===== src/rtl/result_packet_assembler_pkg.sv =====
// Shared types and helpers for the result packet assembler.
// Holds the controller state encoding and the packet-id width derivation.
package result_packet_assembler_pkg;

  typedef enum logic [1:0] {
    ST_IDLE  = 2'd0,
    ST_ACCUM = 2'd1,
    ST_FULL  = 2'd2
  } state_e;

  // Packet id is at least one bit wide, even for a single-packet instruction.
  function automatic int calc_pid_width(input int num_packets);
    return (num_packets > 2) ? $clog2(num_packets) : 1;
  endfunction

endpackage


===== src/rtl/result_lane_merger.sv =====
// Writes one packet's lanes into the accumulator at the packet's pid offset.
// Purely combinational; a pid beyond the packet range leaves the accumulator untouched.
module result_lane_merger #(
  parameter int NUM_THREADS = 4,
  parameter int NUM_LANES   = 1,
  parameter int XLEN        = 32,
  parameter int PID_WIDTH   = 2
) (
  input  logic [NUM_THREADS-1:0]      acc_tmask_i,
  input  logic [NUM_THREADS*XLEN-1:0] acc_data_i,
  input  logic [NUM_LANES-1:0]        in_tmask_i,
  input  logic [NUM_LANES*XLEN-1:0]   in_data_i,
  input  logic [PID_WIDTH-1:0]        pid_i,
  output logic [NUM_THREADS-1:0]      tmask_o,
  output logic [NUM_THREADS*XLEN-1:0] data_o
);

  localparam int NUM_PACKETS = NUM_THREADS / NUM_LANES;

  always_comb begin
    tmask_o = acc_tmask_i;
    data_o  = acc_data_i;
    for (int p = 0; p < NUM_PACKETS; p++) begin
      if (32'(pid_i) == 32'(p)) begin
        for (int j = 0; j < NUM_LANES; j++) begin
          tmask_o[p*NUM_LANES+j]              = in_tmask_i[j];
          data_o[(p*NUM_LANES+j)*XLEN +: XLEN] = in_data_i[j*XLEN +: XLEN];
        end
      end
    end
  end

endmodule


===== src/rtl/result_packet_assembler.sv =====
// Merges split result packets (sop..eop, by pid) into one full-width writeback for commit.
// Result valid the cycle after eop; stalls input only while holding an unaccepted result.
module result_packet_assembler
  import result_packet_assembler_pkg::*;
#(
  parameter int NUM_THREADS = 4,
  parameter int NUM_LANES   = 1,
  parameter int XLEN        = 32,
  parameter int NW_WIDTH    = 2,
  parameter int UUID_WIDTH  = 1,
  parameter int PC_BITS     = 32,
  parameter int NR_BITS     = 6,
  parameter int NUM_PACKETS = NUM_THREADS / NUM_LANES,
  parameter int PID_WIDTH   = calc_pid_width(NUM_PACKETS)
) (
  input  logic                        clk,
  input  logic                        reset,
  input  logic                        in_valid,
  output logic                        in_ready,
  input  logic [UUID_WIDTH-1:0]       in_uuid,
  input  logic [NW_WIDTH-1:0]         in_wid,
  input  logic [PC_BITS-1:0]          in_pc,
  input  logic [NR_BITS-1:0]          in_rd,
  input  logic                        in_wb,
  input  logic [NUM_LANES-1:0]        in_tmask,
  input  logic [NUM_LANES*XLEN-1:0]   in_data,
  input  logic [PID_WIDTH-1:0]        in_pid,
  input  logic                        in_sop,
  input  logic                        in_eop,
  output logic                        out_valid,
  input  logic                        out_ready,
  output logic [UUID_WIDTH-1:0]       out_uuid,
  output logic [NW_WIDTH-1:0]         out_wid,
  output logic [PC_BITS-1:0]          out_pc,
  output logic [NR_BITS-1:0]          out_rd,
  output logic                        out_wb,
  output logic [NUM_THREADS-1:0]      out_tmask,
  output logic [NUM_THREADS*XLEN-1:0] out_data,
  output logic                        proto_err,
  output logic [31:0]                 assembled_cnt
);

  typedef struct packed {
    logic [UUID_WIDTH-1:0] uuid;
    logic [NW_WIDTH-1:0]   wid;
    logic [PC_BITS-1:0]    pc;
    logic [NR_BITS-1:0]    rd;
    logic                  wb;
  } hdr_t;

  state_e                      state_q, state_d;
  hdr_t                        hdr_q, hdr_d;
  logic [NUM_THREADS-1:0]      tmask_q, tmask_d;
  logic [NUM_THREADS*XLEN-1:0] data_q, data_d;
  logic                        proto_err_q, proto_err_d;
  logic [31:0]                 cnt_q, cnt_d;

  hdr_t                        in_hdr;
  logic                        fire_in, fire_out, pid_bad;
  logic [NUM_THREADS-1:0]      base_tmask, merged_tmask;
  logic [NUM_THREADS*XLEN-1:0] base_data, merged_data;

  assign in_hdr    = {in_uuid, in_wid, in_pc, in_rd, in_wb};
  assign out_valid = (state_q == ST_FULL);
  assign in_ready  = (state_q != ST_FULL) || out_ready;
  assign fire_in   = in_valid && in_ready;
  assign fire_out  = out_valid && out_ready;
  assign pid_bad   = 32'(in_pid) >= 32'(NUM_PACKETS);

  // A start-of-packet always builds on a cleared accumulator.
  assign base_tmask = in_sop ? '0 : tmask_q;
  assign base_data  = in_sop ? '0 : data_q;

  result_lane_merger #(
    .NUM_THREADS (NUM_THREADS),
    .NUM_LANES   (NUM_LANES),
    .XLEN        (XLEN),
    .PID_WIDTH   (PID_WIDTH)
  ) u_merger (
    .acc_tmask_i (base_tmask),
    .acc_data_i  (base_data),
    .in_tmask_i  (in_tmask),
    .in_data_i   (in_data),
    .pid_i       (in_pid),
    .tmask_o     (merged_tmask),
    .data_o      (merged_data)
  );

  always_comb begin
    state_d     = state_q;
    hdr_d       = hdr_q;
    tmask_d     = tmask_q;
    data_d      = data_q;
    proto_err_d = proto_err_q;
    cnt_d       = cnt_q + {31'd0, fire_out};
    if (fire_out) state_d = ST_IDLE;
    // An input can only fire in FULL when the result leaves too, so FULL acts as IDLE here.
    if (fire_in) begin
      if (pid_bad) begin
        proto_err_d = 1'b1;
      end else if (in_sop) begin
        if (state_q == ST_ACCUM) proto_err_d = 1'b1;
        hdr_d   = in_hdr;
        tmask_d = merged_tmask;
        data_d  = merged_data;
        state_d = in_eop ? ST_FULL : ST_ACCUM;
      end else if (state_q == ST_ACCUM) begin
        tmask_d = merged_tmask;
        data_d  = merged_data;
        if (in_eop) state_d = ST_FULL;
      end else begin
        proto_err_d = 1'b1;
      end
    end
  end

  always_ff @(posedge clk) begin
    if (!reset) begin
      state_q     <= ST_IDLE;
      hdr_q       <= '0;
      tmask_q     <= '0;
      data_q      <= '0;
      proto_err_q <= 1'b0;
      cnt_q       <= '0;
    end else begin
      state_q     <= state_d;
      hdr_q       <= hdr_d;
      tmask_q     <= tmask_d;
      data_q      <= data_d;
      proto_err_q <= proto_err_d;
      cnt_q       <= cnt_d;
    end
  end

  assign out_uuid      = hdr_q.uuid;
  assign out_wid       = hdr_q.wid;
  assign out_pc        = hdr_q.pc;
  assign out_rd        = hdr_q.rd;
  assign out_wb        = hdr_q.wb;
  assign out_tmask     = tmask_q;
  assign out_data      = data_q;
  assign proto_err     = proto_err_q;
  assign assembled_cnt = cnt_q;

endmodule


===== config.mk =====
export PLATFORM = sky130hd
export DESIGN_NAME = result_packet_assembler
export DESIGN_NICKNAME = d
export VERILOG_FILES = /design/src/rtl/result_packet_assembler_pkg.sv /design/src/rtl/result_lane_merger.sv /design/src/rtl/result_packet_assembler.sv
export SDC_FILE = /design/constraint.sdc
export NUM_CORES = 1
export LEC_CHECK = 0
export ABC_CLOCK_PERIOD_IN_PS = 2700
export CORE_MARGIN = 5
export CORE_UTILIZATION = 44
export CTS_BUF_LIST = sky130_fd_sc_hd__clkbuf_8 sky130_fd_sc_hd__clkbuf_16
export CTS_CLUSTER_SIZE = 16
export DETAILED_ROUTE_END_ITERATION = 16
export PLACE_DENSITY = 0.8
export SYNTH_ARGS = -nofsm -noshare
export SYNTH_HDL_FRONTEND = slang
export SYNTH_SLANG_ARGS = --single-unit

===== constraint.sdc =====
create_clock -name clk -period 2.7 [get_ports clk]
set_input_delay 0.54 -clock clk [delete_from_list [all_inputs] [get_ports clk]]
set_output_delay 0.54 -clock clk [all_outputs]
set_load 0.1 [all_outputs]

; Word level (Yosys, flattened, before mapping)
; Index checks and enable logic that the tools add are counted.
; Widths: inputs -> output; s select.
[op_classes]
add_sub_neg = 1
mul = 0
div_mod_pow = 0
magnitude_cmp = 0
eq_ne = 8
n_shift = 0
n_mux = 23
bitwise = 0
reduce_logical = 8
[op_table]
columns = op, count
row1 = $mux 128, 3
row2 = $mux 32, 4
row3 = $add 32x1->32, 1
row4 = $mux 2, 6
row5 = $mux 4, 3
row6 = $mux 1, 7
row7 = $eq 2x2->1 const B, 3
row8 = $eq 2x1->1 const B, 2
row9 = $ne 2x2->1 const B, 2
row10 = $reduce_and 2->1, 2
row11 = $reduce_and 3->1, 1
row12 = $logic_and 1x1->1, 2
row13 = $logic_not 2->1, 1
row14 = $ne 2x1->1 const B, 1
row15 = $reduce_bool 2->1, 1
row16 = $logic_or 1x1->1, 1
[word_totals]
register_bits = 209
latch_bits = 0
ramBits = 0
mem_bits_ro = 0
input_bits = 83
out_inout_bits = 209
wordCells = 50
mem_count = 0

; Longest topological paths before layout
[logic_depth]
ltp_word = 7
depth_mapped = 9

; Cells and area by module
; A second synthesis with hierarchy kept.
[hier_totals]
cells_unflattened = 1250
hier_area_um2 = 10421.2
[modules_own_cells]
columns = module, instances, cells_per_inst, area_per_inst_um2, seq_area_each_um2
row1 = result_packet_assembler, 1, 1100, 8504.4, 4184.0
row2 = result_lane_merger, 1, 150, 1916.8, 0.0

; Worst setup path before layout
; Ideal clock, no wire load.
[synth_timing]
kind = flip-flop to flip-flop
start = register state_q[1]
end = register cnt_q[16] (netlist: assembled_cnt[16])
t_arrival_ns = 3.575
setup_slack_ns = -0.945
path_stages_with_launch = 10
n_path_buf = 1
cell_sequence = dfxtp_1 > nor2b_1 > and2_1 > ha_1 > ha_1 > nand4_1 > or2_2 > clkbuf_1 > or4_1 > a21oi_1
[synth_via]
elab_chain_cells = 3
[synth_lines]
columns = element, line_no
row1 = from (decl), result_packet_assembler.sv:51  ; state_e state_q, state_d;
row2 = from (signal assigned), result_packet_assembler.sv:126  ; state_q <= state_d;
row3 = $eq 2x2->1, result_packet_assembler.sv:64  ; assign out_valid = (state_q == ST_FULL);
row4 = via out_valid, result_packet_assembler.sv:30  ; output logic out_valid,
row5 = $logic_and 1x1->1, result_packet_assembler.sv:67  ; assign fire_out = out_valid && out_ready;
row6 = $add 32x1->32, result_packet_assembler.sv:95  ; cnt_d = cnt_q + {31'd0, fire_out};
row7 = to (signal assigned), result_packet_assembler.sv:131  ; cnt_q <= cnt_d;
row8 = to (decl), result_packet_assembler.sv:56  ; logic [31:0] cnt_q, cnt_d;
; The timed path passes the listed nets, and every way through them passes these cells.
; A chain may end at the register's enable or synchronous reset.

; Worst setup path in the final report
[layout_timing]
start = input out_ready
end = output in_ready
[layout_via]
elab_chain_cells = 1
[layout_lines]
columns = element, line_no
row1 = from (decl), result_packet_assembler.sv:31  ; input logic out_ready,
row2 = $logic_or 1x1->1, result_packet_assembler.sv:65  ; assign in_ready = (state_q != ST_FULL) || out_ready;
row3 = to (decl), result_packet_assembler.sv:19  ; output logic in_ready,
; Every way passes these cells.

==> key figures <==
Outcome
  • Status: finished, final reports clean

STA
  • Fmax: 0.413 GHz
  • Setup ws final: ~280 ps
  • Count of pins over their slew limit: 0
  • Part of the cycle the worst path needs: 0.897
  • RSZ-0062 raised after global routing: false
  • Final Hold Vio Count: 0
  • Final setup fails: 0
  • Fin crit period: 2420 ps
  • Setup TNS: 0 ps
  • Slew margin rel.: 0.625
  • Measured slew at the worst slew-check pin: 562 ps
  • Final Skew: 14.3 ps

Die
  • Core ar.: 16,700 um2
  • I/O pins: 292
  • Initial cell density of the core: 0.452
  • Die X: 141 um
  • Die height: ~140 um
  • Die ar.: 19,900 um2
  • Num rows: 47

Logic synthesis
  • Distinct cell type count after synthesis: 39
  • Mapped cell area: 7550 um2
  • Main synth FF type: dfxtp_1
  • Syn_nets: 931
  • Post-synth ARST share: 0
  • Post-synthesis average cell area: 8.94 um2
  • Seq cells post-synth: 209
  • Synth top area cells: dfxtp_1 55%, a22oi_1 13%, nor2_1 7.2%
  • Post-synth EDFFs: 0
  • Seq/Total Area, Yosys: 0.554
  • Area leader, netlist: dfxtp_1
  • Post-Syn Instances: 844
  • Yosys warns: 0
  • Synth top area share: 0.554
  • Synth top cells by count: 209 x dfxtp_1, 144 x nor2_1, 132 x a22oi_1
  • Cell with the most instances after synthesis: dfxtp_1

CTS
  • Setup Fix Bufs, Post-CTS: 0
  • Worst-path clk slew: ~50 ps
  • Clk sinks: 209
  • Max Buffers Root-to-Sink: 3
  • Num CTS Buffers: 23
  • Post-cts repair resize count: 0
  • Latest clock arrival within the worst-skew pair: approximately 500 ps
  • CTS Hold Bufs: 0
  • Htree depth: 1
  • CTS tree: yes
  • CTS root buffer: clkbuf_16

Detailed routing
  • Via density per instance: 5.39
  • Via count: around 7,300
  • Initial drt markers: 412
  • DR DRC count: 0
  • Wire per inst: ~18 um
  • Post-Route WL: 24.0 mm
  • ANT nets after route: 0
  • DRT Pass-1 Iters: 5

Worst setup path
  • Reg-to-reg slack, setup: 450 ps
  • R2R depth: 4
  • WP data arrival: around 1900 ps
  • Critical setup path kind: in2out
  • Critical Path RT: 2160 ps
  • Critical path buffers and inverters: 4
  • FF-to-FF End: assembled_cnt[27]$_SDFF_PN0_
  • Critical path endpoint category: primary output
  • Critical path startpoint category: primary input
  • Worst path depth: 5
  • Critical path, cell by cell: clkdlybuf4s50_1 -> buf_4 -> nor3b_2 -> clkinv_1 -> buf_12
  • RR Startpoint: assembled_cnt[10]$_SDFF_PN0_
  • Crit path max-delay family: buffers and inverters
  • Setup crit end: in_ready
  • CP max stage cell: clkdlybuf4s50_1
  • Crit path max fanout: 9
  • Largest stage delay on the critical path: 440 ps
  • Worst setup path start: out_ready

Placed design
  • Placer Congestion: 0.830
  • HPWL after DPL: approximately 17 mm
  • Dpl ws: 97.1 ps
  • I/O Buffers: slightly below 300

Pwr
  • Peak supply drop: 0.563 mV
  • Register share of total power: 0.416
  • Combinational Power Share: 0.151
  • Internal Dissipation: 5.61 mW
  • Pleak: 4.52 nW
  • Psw: 2.11 mW
  • Sw frac: 0.273
  • PD cells: 696 nW/um2
  • Power share of the clock group: 0.433
  • Tot Pwr: 7.72 mW

GRT
  • Grt ovf: 0
  • Met1 Use GR: 0.295
  • GRT met2 Usage: 0.373
  • Gr usage total: 0.229
  • Largest net degree at the start of global routing: 51
  • First-pass GRT wire length: around 38 mm
  • Most utilized layer in the global route result: met2
  • Initial antenna violation count: 0
  • Met3 GRT Util: 0.0677
  • Vias in the first global route: 6,920

Finish
  • Ant diodes: 0
  • Area grow syn2layout: 46.9%
  • Layout filler cell count: 1,401
  • Nets@finish: ~1,200
  • Util after Layout: 0.664
  • Share of layout cells above drive strength 1: 0.252

Run
  • Max Cap Viol: 0

Worst hold path
  • Worst min path class: reg2reg
  • Hold Startpoint: out_pc[15]$_SDFFE_PN0P_
[placed cells by master, fill, tap and decap left out, drive strengths merged, types with 2 or more instances in the layout]
cell	Yosys	final
nor2b	4	4
a21oi	55	55
or4	11	11
dfxtp	209	209
nor3b	2	2
bufinv	0	5
nor4	7	7
nand2	104	104
clkbuf	66	27
and2	3	3
ha	4	4
xnor2	6	6
xor2	2	2
nand2b	10	10
o31ai	10	10
inv	11	13
nand3	12	12
nand4	7	7
a22oi	132	132
a31oi	3	3
mux2i	7	7
o21a	2	2
and3	4	4
clkinv	1	6
nor3	3	3
and4	4	4
clkdlybuf4s50	0	82
nor2	144	144
or3	4	4
o21ai	4	4
o211ai	3	3
or2	2	2
buf	3	236
[power groups by stage]
stage | clock [mW] | sequential, mW | combinational, mW
after detailed placement | 0 | 3.27 | 1.17
after global placement | 0 | 3.27 | 1.17
after global routing | 3.57 | 3.21 | 1.22
final | 3.34 | 3.21 | 1.17
after floorplan | 0 | 3.81 | 0.245
after CTS | 3.41 | 3.21 | 1.17
[through the flow]
stage	std cells	area, um2	hold WS (ps)
floorplan	844	7560	491
detailed placement	1313	10300	447
CTS	1352	11100	455
global placement	1313	10300	442
global route	1352	11100	467
finish	1352	11100	451
[tightest hold or removal path, delay by kind of cell (launching register included)]
family / cells / cell delay (ps)
AND/OR/NAND/NOR: 1 / 50
flip-flops: 1 / 300
AO/OA/AOI/OAI: 1 / 50
[state kept, by name (all words and copies together), names as in the netlist]
register and flops:
assembled_cnt 32, out_data 128, out_pc 32, out_rd 6, out_tmask 4, out_uuid 1
out_wb 1, out_wid 2, proto_err 1, state_q 2
[worst min-delay path by stage]
| stage | depth (start not counted) | slack, ps | to |
|---|---|---|---|
| finish | 2 | 450 | out_pc[15]$_SDFFE_PN0P_ |
| CTS | 2 | 450 | out_uuid$_SDFFE_PN0P_ |
| detailed placement | 2 | 450 | out_uuid$_SDFFE_PN0P_ |
| global placement | 2 | 440 | out_rd[5]$_SDFFE_PN0P_ |
| global route | 2 | 470 | out_uuid$_SDFFE_PN0P_ |
| floorplan | 2 | 490 | state_q[0]$_SDFF_PN0_ |
[logic make-up (layout without fill, tap and decap cells)]
group / count (synthesis) / in the layout / share of synthesized area
AO/OA/AOI/OAI: 214 / 214 / 0.193
multiplexers: 7 / 7 / 0.00928
buffers and inverters: 81 / 369 / 0.0408
XOR/XNOR: 8 / 8 / 0.00928
flip-flops: 209 / 209 / 0.554
AND/OR/NAND/NOR: 321 / 321 / 0.186
adder cells (fa/ha/maj): 4 / 4 / 0.00663
[routing by layer]
metal | vias to the layer above | routed length (um)
met2 | 329 | 11300
met4 | 0 | 621
met5 | - | 0
met1 | 3408 | 9550
li1 | 3508 | -
met3 | 46 | 2490
[area by class of cell]
| type | instances | area (um2) | area share |
|---|---|---|---|
| flip-flops and latches | 209 | 4190 | 0.377 |
| multi-input cells | 554 | 3080 | 0.278 |
| repair buffers | 318 | 2680 | 0.242 |
| clock buffers | 27 | 631 | 0.0569 |
| well taps | 220 | 275 | 0.0248 |
| clock inverters | 12 | 188 | 0.0169 |
| inverters | 12 | 50.0 | 0.00451 |
(Power assumes the default switching activity.)
